==> src/rtl/ee354_numlock_pkg.sv <==
// Shared state encoding, default timing parameters and sizing helper for the
// number-lock supervisory controller.
package ee354_numlock_pkg;

  typedef enum logic [1:0] {
    ARMED   = 2'd0,
    OPEN    = 2'd1,
    LOCKOUT = 2'd2
  } lock_state_e;

  localparam int DEF_DEBOUNCE_CYCLES = 4;
  localparam int DEF_MAX_FAILS       = 3;
  localparam int DEF_LOCKOUT_CYCLES  = 20;
  localparam int DEF_OPEN_CYCLES     = 10;
  localparam int DEF_IDLE_TIMEOUT    = 50;

  function automatic int max3(int a, int b, int c);
    int m;
    m = (a > b) ? a : b;
    return (m > c) ? m : c;
  endfunction

endpackage

==> src/rtl/ee354_numlock_ctrl_if.sv <==
// Board/lock-side signal bundle; master is the controller, slave is the
// buttons plus lock state machine driving it.
interface ee354_numlock_ctrl_if #(
  parameter int MAX_FAILS = 3
);
  localparam int FW = $clog2(MAX_FAILS + 1);

  logic          btn_u, btn_z;
  logic          q_I, q_Bad, unlock;
  logic          U, Z;
  logic          sm_clear, door_open, lockout;
  logic [FW-1:0] fail_count;
  logic [1:0]    state;

  modport master (
    input  btn_u, btn_z, q_I, q_Bad, unlock,
    output U, Z, sm_clear, door_open, lockout, fail_count, state
  );

  modport slave (
    output btn_u, btn_z, q_I, q_Bad, unlock,
    input  U, Z, sm_clear, door_open, lockout, fail_count, state
  );
endinterface

==> src/rtl/ee354_debounce.sv <==
// Two-flop synchronizer followed by a stability counter; the output follows
// the input only after DEBOUNCE_CYCLES consecutive differing samples.
module ee354_debounce #(
  parameter int DEBOUNCE_CYCLES = 4
) (
  input  logic clk,
  input  logic reset,
  input  logic raw,
  output logic deb
);
  localparam int CW = $clog2(DEBOUNCE_CYCLES + 1);
  localparam logic [CW-1:0] CNT_LAST = CW'(DEBOUNCE_CYCLES - 1);

  logic          sync1, sync2;
  logic [CW-1:0] cnt;

  always_ff @(posedge clk or negedge reset) begin
    if (!reset) begin
      sync1 <= 1'b0;
      sync2 <= 1'b0;
      cnt   <= '0;
      deb   <= 1'b0;
    end else begin
      sync1 <= raw;
      sync2 <= sync1;
      if (sync2 == deb) cnt <= '0;
      else if (cnt == CNT_LAST) begin
        deb <= sync2;
        cnt <= '0;
      end else cnt <= cnt + CW'(1);
    end
  end
endmodule

==> src/rtl/ee354_numlock_ctrl.sv <==
// Supervisor for the number lock: debounced buttons, bad-attempt lockout,
// door-open window and abandoned-entry clearing.
module ee354_numlock_ctrl
  import ee354_numlock_pkg::*;
#(
  parameter int DEBOUNCE_CYCLES = DEF_DEBOUNCE_CYCLES,
  parameter int MAX_FAILS       = DEF_MAX_FAILS,
  parameter int LOCKOUT_CYCLES  = DEF_LOCKOUT_CYCLES,
  parameter int OPEN_CYCLES     = DEF_OPEN_CYCLES,
  parameter int IDLE_TIMEOUT    = DEF_IDLE_TIMEOUT
) (
  input logic                 clk,
  input logic                 reset,
  ee354_numlock_ctrl_if.master bus
);
  localparam int FW = $clog2(MAX_FAILS + 1);
  localparam int TW = $clog2(max3(OPEN_CYCLES, LOCKOUT_CYCLES, IDLE_TIMEOUT)) + 1;
  localparam logic [FW-1:0] FAIL_MAX    = FW'(MAX_FAILS);
  localparam logic [TW-1:0] T_OPEN      = TW'(OPEN_CYCLES);
  localparam logic [TW-1:0] T_LOCK      = TW'(LOCKOUT_CYCLES);
  localparam logic [TW-1:0] T_IDLE_LAST = TW'(IDLE_TIMEOUT - 1);

  lock_state_e   state;
  logic [TW-1:0] timer, idle_cnt;
  logic [FW-1:0] fail_count, fail_inc;
  logic          sm_clear, bad_prev, unl_prev;
  logic          bad_rise, unl_rise, btn_any;
  logic [1:0]    deb;

  // deb[0] = U button, deb[1] = Z button
  ee354_debounce #(.DEBOUNCE_CYCLES(DEBOUNCE_CYCLES)) u_deb [1:0] (
    .clk   (clk),
    .reset (reset),
    .raw   ({bus.btn_z, bus.btn_u}),
    .deb   (deb)
  );

  assign btn_any  = |deb;
  assign bad_rise = bus.q_Bad & ~bad_prev;
  assign unl_rise = bus.unlock & ~unl_prev;
  assign fail_inc = (fail_count == FAIL_MAX) ? FAIL_MAX : fail_count + FW'(1);

  always_ff @(posedge clk or negedge reset) begin
    if (!reset) begin
      state      <= ARMED;
      timer      <= '0;
      idle_cnt   <= '0;
      fail_count <= '0;
      sm_clear   <= 1'b0;
      bad_prev   <= 1'b0;
      unl_prev   <= 1'b0;
    end else begin
      bad_prev <= bus.q_Bad;
      unl_prev <= bus.unlock;
      case (state)
        ARMED: begin
          sm_clear <= 1'b0;
          if (unl_rise) begin
            fail_count <= '0;
            timer      <= T_OPEN;
            idle_cnt   <= '0;
            state      <= OPEN;
          end else if (bad_rise && fail_inc == FAIL_MAX) begin
            fail_count <= fail_inc;
            timer      <= T_LOCK;
            idle_cnt   <= '0;
            sm_clear   <= 1'b1;
            state      <= LOCKOUT;
          end else begin
            if (bad_rise) fail_count <= fail_inc;
            if (bus.q_I || btn_any) idle_cnt <= '0;
            else if (idle_cnt == T_IDLE_LAST) begin
              idle_cnt <= '0;
              sm_clear <= 1'b1;
            end else idle_cnt <= idle_cnt + TW'(1);
          end
        end
        OPEN: begin
          idle_cnt <= '0;
          if (timer <= TW'(1)) begin
            timer    <= '0;
            sm_clear <= 1'b1;
            state    <= ARMED;
          end else timer <= timer - TW'(1);
        end
        LOCKOUT: begin
          idle_cnt <= '0;
          if (timer != '0) timer <= timer - TW'(1);
          // Expired timer holds at zero until every button is released.
          if (timer <= TW'(1) && !btn_any) begin
            fail_count <= '0;
            sm_clear   <= 1'b0;
            state      <= ARMED;
          end else sm_clear <= 1'b1;
        end
        default: begin
          sm_clear <= 1'b0;
          state    <= ARMED;
        end
      endcase
    end
  end

  assign bus.U          = deb[0] & (state == ARMED);
  assign bus.Z          = deb[1] & (state == ARMED);
  assign bus.sm_clear   = sm_clear;
  assign bus.door_open  = (state == OPEN);
  assign bus.lockout    = (state == LOCKOUT);
  assign bus.fail_count = fail_count;
  assign bus.state      = state;
endmodule

==> src/flat_wrapper.sv <==
// flat-port wrapper written by rule: the top's interface ports become plain ports
module ee354_numlock_ctrl_flat import ee354_numlock_pkg::*;
#(
  parameter int DEBOUNCE_CYCLES = DEF_DEBOUNCE_CYCLES,
  parameter int MAX_FAILS       = DEF_MAX_FAILS,
  parameter int LOCKOUT_CYCLES  = DEF_LOCKOUT_CYCLES,
  parameter int OPEN_CYCLES     = DEF_OPEN_CYCLES,
  parameter int IDLE_TIMEOUT    = DEF_IDLE_TIMEOUT
)
  (clk, reset, bus_btn_u, bus_btn_z, bus_q_I, bus_q_Bad, bus_unlock, bus_U, bus_Z, bus_sm_clear, bus_door_open, bus_lockout, bus_fail_count, bus_state);
  ee354_numlock_ctrl_if #(.MAX_FAILS(MAX_FAILS)) bus_i ();
  input logic clk;
  input logic reset;
  input wire logic [$bits(bus_i.btn_u)-1:0] bus_btn_u;
  input wire logic [$bits(bus_i.btn_z)-1:0] bus_btn_z;
  input wire logic [$bits(bus_i.q_I)-1:0] bus_q_I;
  input wire logic [$bits(bus_i.q_Bad)-1:0] bus_q_Bad;
  input wire logic [$bits(bus_i.unlock)-1:0] bus_unlock;
  output wire logic [$bits(bus_i.U)-1:0] bus_U;
  output wire logic [$bits(bus_i.Z)-1:0] bus_Z;
  output wire logic [$bits(bus_i.sm_clear)-1:0] bus_sm_clear;
  output wire logic [$bits(bus_i.door_open)-1:0] bus_door_open;
  output wire logic [$bits(bus_i.lockout)-1:0] bus_lockout;
  output wire logic [$bits(bus_i.fail_count)-1:0] bus_fail_count;
  output wire logic [$bits(bus_i.state)-1:0] bus_state;
  assign bus_i.btn_u = bus_btn_u;
  assign bus_i.btn_z = bus_btn_z;
  assign bus_i.q_I = bus_q_I;
  assign bus_i.q_Bad = bus_q_Bad;
  assign bus_i.unlock = bus_unlock;
  assign bus_U = bus_i.U;
  assign bus_Z = bus_i.Z;
  assign bus_sm_clear = bus_i.sm_clear;
  assign bus_door_open = bus_i.door_open;
  assign bus_lockout = bus_i.lockout;
  assign bus_fail_count = bus_i.fail_count;
  assign bus_state = bus_i.state;
  ee354_numlock_ctrl #(.DEBOUNCE_CYCLES(DEBOUNCE_CYCLES), .MAX_FAILS(MAX_FAILS), .LOCKOUT_CYCLES(LOCKOUT_CYCLES), .OPEN_CYCLES(OPEN_CYCLES), .IDLE_TIMEOUT(IDLE_TIMEOUT)) u_core (.clk(clk), .reset(reset), .bus(bus_i));
endmodule
==> config.mk <==
export PLATFORM = sky130hd
export DESIGN_NAME = ee354_numlock_ctrl_flat
export DESIGN_NICKNAME = d
export VERILOG_FILES = /design/src/rtl/ee354_numlock_pkg.sv /design/src/rtl/ee354_numlock_ctrl_if.sv /design/src/rtl/ee354_debounce.sv /design/src/rtl/ee354_numlock_ctrl.sv /design/src/flat_wrapper.sv
export SDC_FILE = /design/constraint.sdc
export NUM_CORES = 1
export LEC_CHECK = 0
export ABC_CLOCK_PERIOD_IN_PS = 2850
export CAP_MARGIN = 20
export CELL_PAD_IN_SITES_DETAIL_PLACEMENT = 1
export CELL_PAD_IN_SITES_GLOBAL_PLACEMENT = 2
export CORE_MARGIN = 8
export CORE_UTILIZATION = 44
export DETAILED_ROUTE_END_ITERATION = 10
export DONT_BUFFER_PORTS = 1
export GPL_ROUTABILITY_DRIVEN = 1
export HOLD_SLACK_MARGIN = 0.08
export PLACE_DENSITY = 0.9
export SKIP_LAST_GASP = 1
export SLEW_MARGIN = 40
export SYNTH_ARGS = -nofsm -noshare
export SYNTH_HDL_FRONTEND = slang
export SYNTH_SLANG_ARGS = --single-unit
export TNS_END_PERCENT = 10
==> constraint.sdc <==
create_clock -name clk -period 2.85 [get_ports clk]
set_clock_uncertainty 0.05 [all_clocks]
set_input_delay 0.7125 -clock clk [delete_from_list [all_inputs] [get_ports clk]]
set_output_delay 0.7125 -clock clk [all_outputs]
set_load 0.005 [all_outputs]
==> metrics.md <==
| Metric | Value |
|---|---|
| Per-cell routed wire length | 17.5 um |
| Tightest Hold Check Type | primary input to async pin |
| Pins Over Slew Limit | 0 |
| CP Max Fanout | 8 |
| Total setup buffers inserted after CTS | 0 |
| TritonCTS clock tree | done |
| Final setup vio count | 0 |
| First-pass GRT wire length | 6730 um |
| Synth Area in Adders | 7.78% |
| Placement Setup Slack | 0.801 ns |
| Final hold violation count | 0 |
| Crit path DAT | 1.53 ns |
| Post-synth cell types | 42 |
| Req. time, crit path | 2.09 ns |
| Synth Register Bits | 33 |
| Pin count of the biggest net entering global routing | 34 |
| Xor-xnor portion of the synthesized cell area | slightly below 3% |
| Most common cell after layout, fill and taps aside | dfrtp_1 |
| Synthesized Nets | 182 |
| Latest clock arrival within the worst-skew pair | 0.29 ns |
| Worst slew margin | 70.9% |
| Post-synth EDFFs | 0 |
| Clock sinks | 33 |
| Cts repair resizes | 0 |
| Pre-antenna DRT Iters | 3 |
| Compound-Gate Fraction of Synth Area | 15.7% |
| Top FF cell, synth | dfrtp_1 |
| Maximum clock path buffer count | 2 |
| Period Utilization, post-route | 80.4% |
| Final hold slack | just under 0.2 ns |
| Seq/Total Area, Yosys | 46.7% |
| # IOs | 16 |
| Initial core utilization | about 45% |
| Core footprint | just under 4000 um2 |
| Total CTS buffers | 5 |
| Main combinational cell family by area after synthesis | simple AND/OR/NAND/NOR gates |
| ANT cells | 0 |
| Worst slew pin tran | 0.435 ns |
| Cell Area, Synth | between 1500 and 2000 um2 |
| Setup crit start kind | flop |
| RSZ-0062 raised after global routing | no |
| Die Area | 6310 um2 |
| Die height | 79.4 um |
| DRC | 0 |
| GRT overflow | 0 |
| DRT iter0 DRCs | 55 |
| Vias in the first global route | 1369 |
| Clk root buf | clkbuf_8 |
| Port bufs | 0 |
| Fmax achieved | 436 MHz |
| Synthesis-to-finish area growth | 12.2% |
| GPL Wtd Cong | slightly below 0.9 |
| P_leak | 0.866 nW |
| Critical path endpoint category | output pin |
| ANT nets after route | 0 |
| Average cell area after synthesis | 10.8 um2 |
| Async SR Flop Fraction | 100% |
| VDD IR max | 0.382 mV |
| Final net count | 189 |
| CTS H-tree lvls | 2 |
| Kind of critical path | flop to output pin |
| HPWL after DPL | roughly 3000 um |
| Post-layout util | around 50% |
| Clock transition at path regs | roughly 0.070 ns |
| Setup WS post-layout | 0.557 ns |
| Share of post-route cells with drive strength above 1 | 12.8% |
| Most frequent cells in the layout | dfrtp_1 (33), nor2_1 (13), ha_1 (11) |
| WL final | 3900 um |
| PD cells | 1130 nW/um2 |
| Mux share of post-synthesis cell area | approximately 2.7% |
| Cells after Synth | 164 |
| Setup TNS | 0 ns |
| Final cell count without fillers | 222 |
| Simple-Gate Fraction of Synth Area | about 22% |
| Initial antenna violation count | 0 |
| GRT Total Usage | 13.8% |
| Cells after DPL | 213 |
| Die X-Extent | 79.4 um |
| YS warnings | 0 |
| Outcome | finished clean |
| Avg Vias per Cell | 5.52 |
| Maxcap violations | 0 |
| Vias after detailed routing | 1225 |
| Cell row count | 23 |
| Post-route minimum period | 2.29 ns |
[per-layer routing]
layer / vias to the layer above / track usage (%) / share of wire, %
li1: 593 / - / -
met1: 615 / 14.0 / 40
met2: 11 / 25.7 / 55
met3: 6 / 4.28 / 3.3
met4: 0 / 5.56 / 1.4
met5: - / 0 / 0
[worst paths after layout]
kind / from / end / slack (ns) / cells after the start
setup / recovery: u_core.bus.state[0]$_DFFE_PN0P_ / bus_Z / 0.56 / 3
hold / removal: reset / u_core.timer[6]$_DFFE_PN0P_ / 0.20 / 1
setup reg to reg: u_core.timer[1]$_DFFE_PN0P_ / u_core.timer[5]$_DFFE_PN0P_ / 0.80 / 7
hold reg to reg: u_core.u_deb[1].sync1$_DFF_PN0_ / u_core.u_deb[1].sync2$_DFF_PN0_ / 0.30 / 0
max in group asynchronous: reset / u_core.bus.state[1]$_DFFE_PN0P_ / 2.38 / 1
min in group clk: u_core.u_deb[1].sync1$_DFF_PN0_ / u_core.u_deb[1].sync2$_DFF_PN0_ / 0.30 / 0
[power breakdown]
group          switching [W]  internal (W)  total (W)
clock network       0.000183      0.000352   0.000535
logic               0.000578      0.000398   0.000976
registers           0.000142      0.000589   0.000731
total               0.000903       0.00134    0.00224
[per-stage QoR]
stage / total power (W) / area [um2]
global placement: 0.00165 / 1830
detailed placement: 0.00171 / 1830
global route: 0.00241 / 1990
finish: 0.00224 / 1990
floorplan: 0.00146 / 1770
CTS: 0.00228 / 1990
[cell type report]
class                      instances  area, um2
tap                               50       62.6
clock buffer                       5       68.8
fill                             424       1960
timing repair buffer               1       20.0
multi-input combinational        120        902
sequential                        33        826
clock inverter                     3       68.8
inverter                          10       37.5
[sequential cells by signal, indices dropped and copies added (netlist names)]
name                   flops
u_core.idle_cnt            7
u_core.timer               7
u_core.u_deb.cnt           6
u_core.bus.fail_count      2
u_core.bus.state           2
u_core.u_deb.deb           2
u_core.u_deb.sync1         2
u_core.u_deb.sync2         2
u_core.bad_prev            1
u_core.bus.sm_clear        1
u_core.unl_prev            1
[synthesized netlist by cell type, types with 3 or more instances]
cell type  number  area (um2)
xnor2_1         4        35.0
nand2b_1        5        31.3
nand4_1         3        18.8
nor2_1         13        48.8
nand3_1         9        45.0
o21ai_0         3        15.0
nor3_1          5        25.0
or3_1           3        18.8
dfrtp_1        33         826
o31ai_1         4        30.0
nand2_1        10        37.5
nor2b_1         8        50.1
inv_1          10        37.5
ha_1           11         138
a21oi_1         6        30.0
[worst max-delay path, stage by stage (launching register included)]
cell	delay [ns]
dfrtp_1	0.45
inv_1	0.16
ha_1	0.38
and2_1	0.25
[cell families after synthesis]
logic type	count (synthesis)
flip-flops	33
XOR/XNOR	6
AND/OR/NAND/NOR	70
AO/OA/AOI/OAI	29
buffers and inverters	11
multiplexers	4
adder cells (fa/ha/maj)	11
[timing repair]
action,in CTS,in global routing
setup endpoints to repair,0,0
hold buffers,1,0
endpoints found under the hold margin,33,0
No activity file was read; power rests on OpenSTA's default activity.
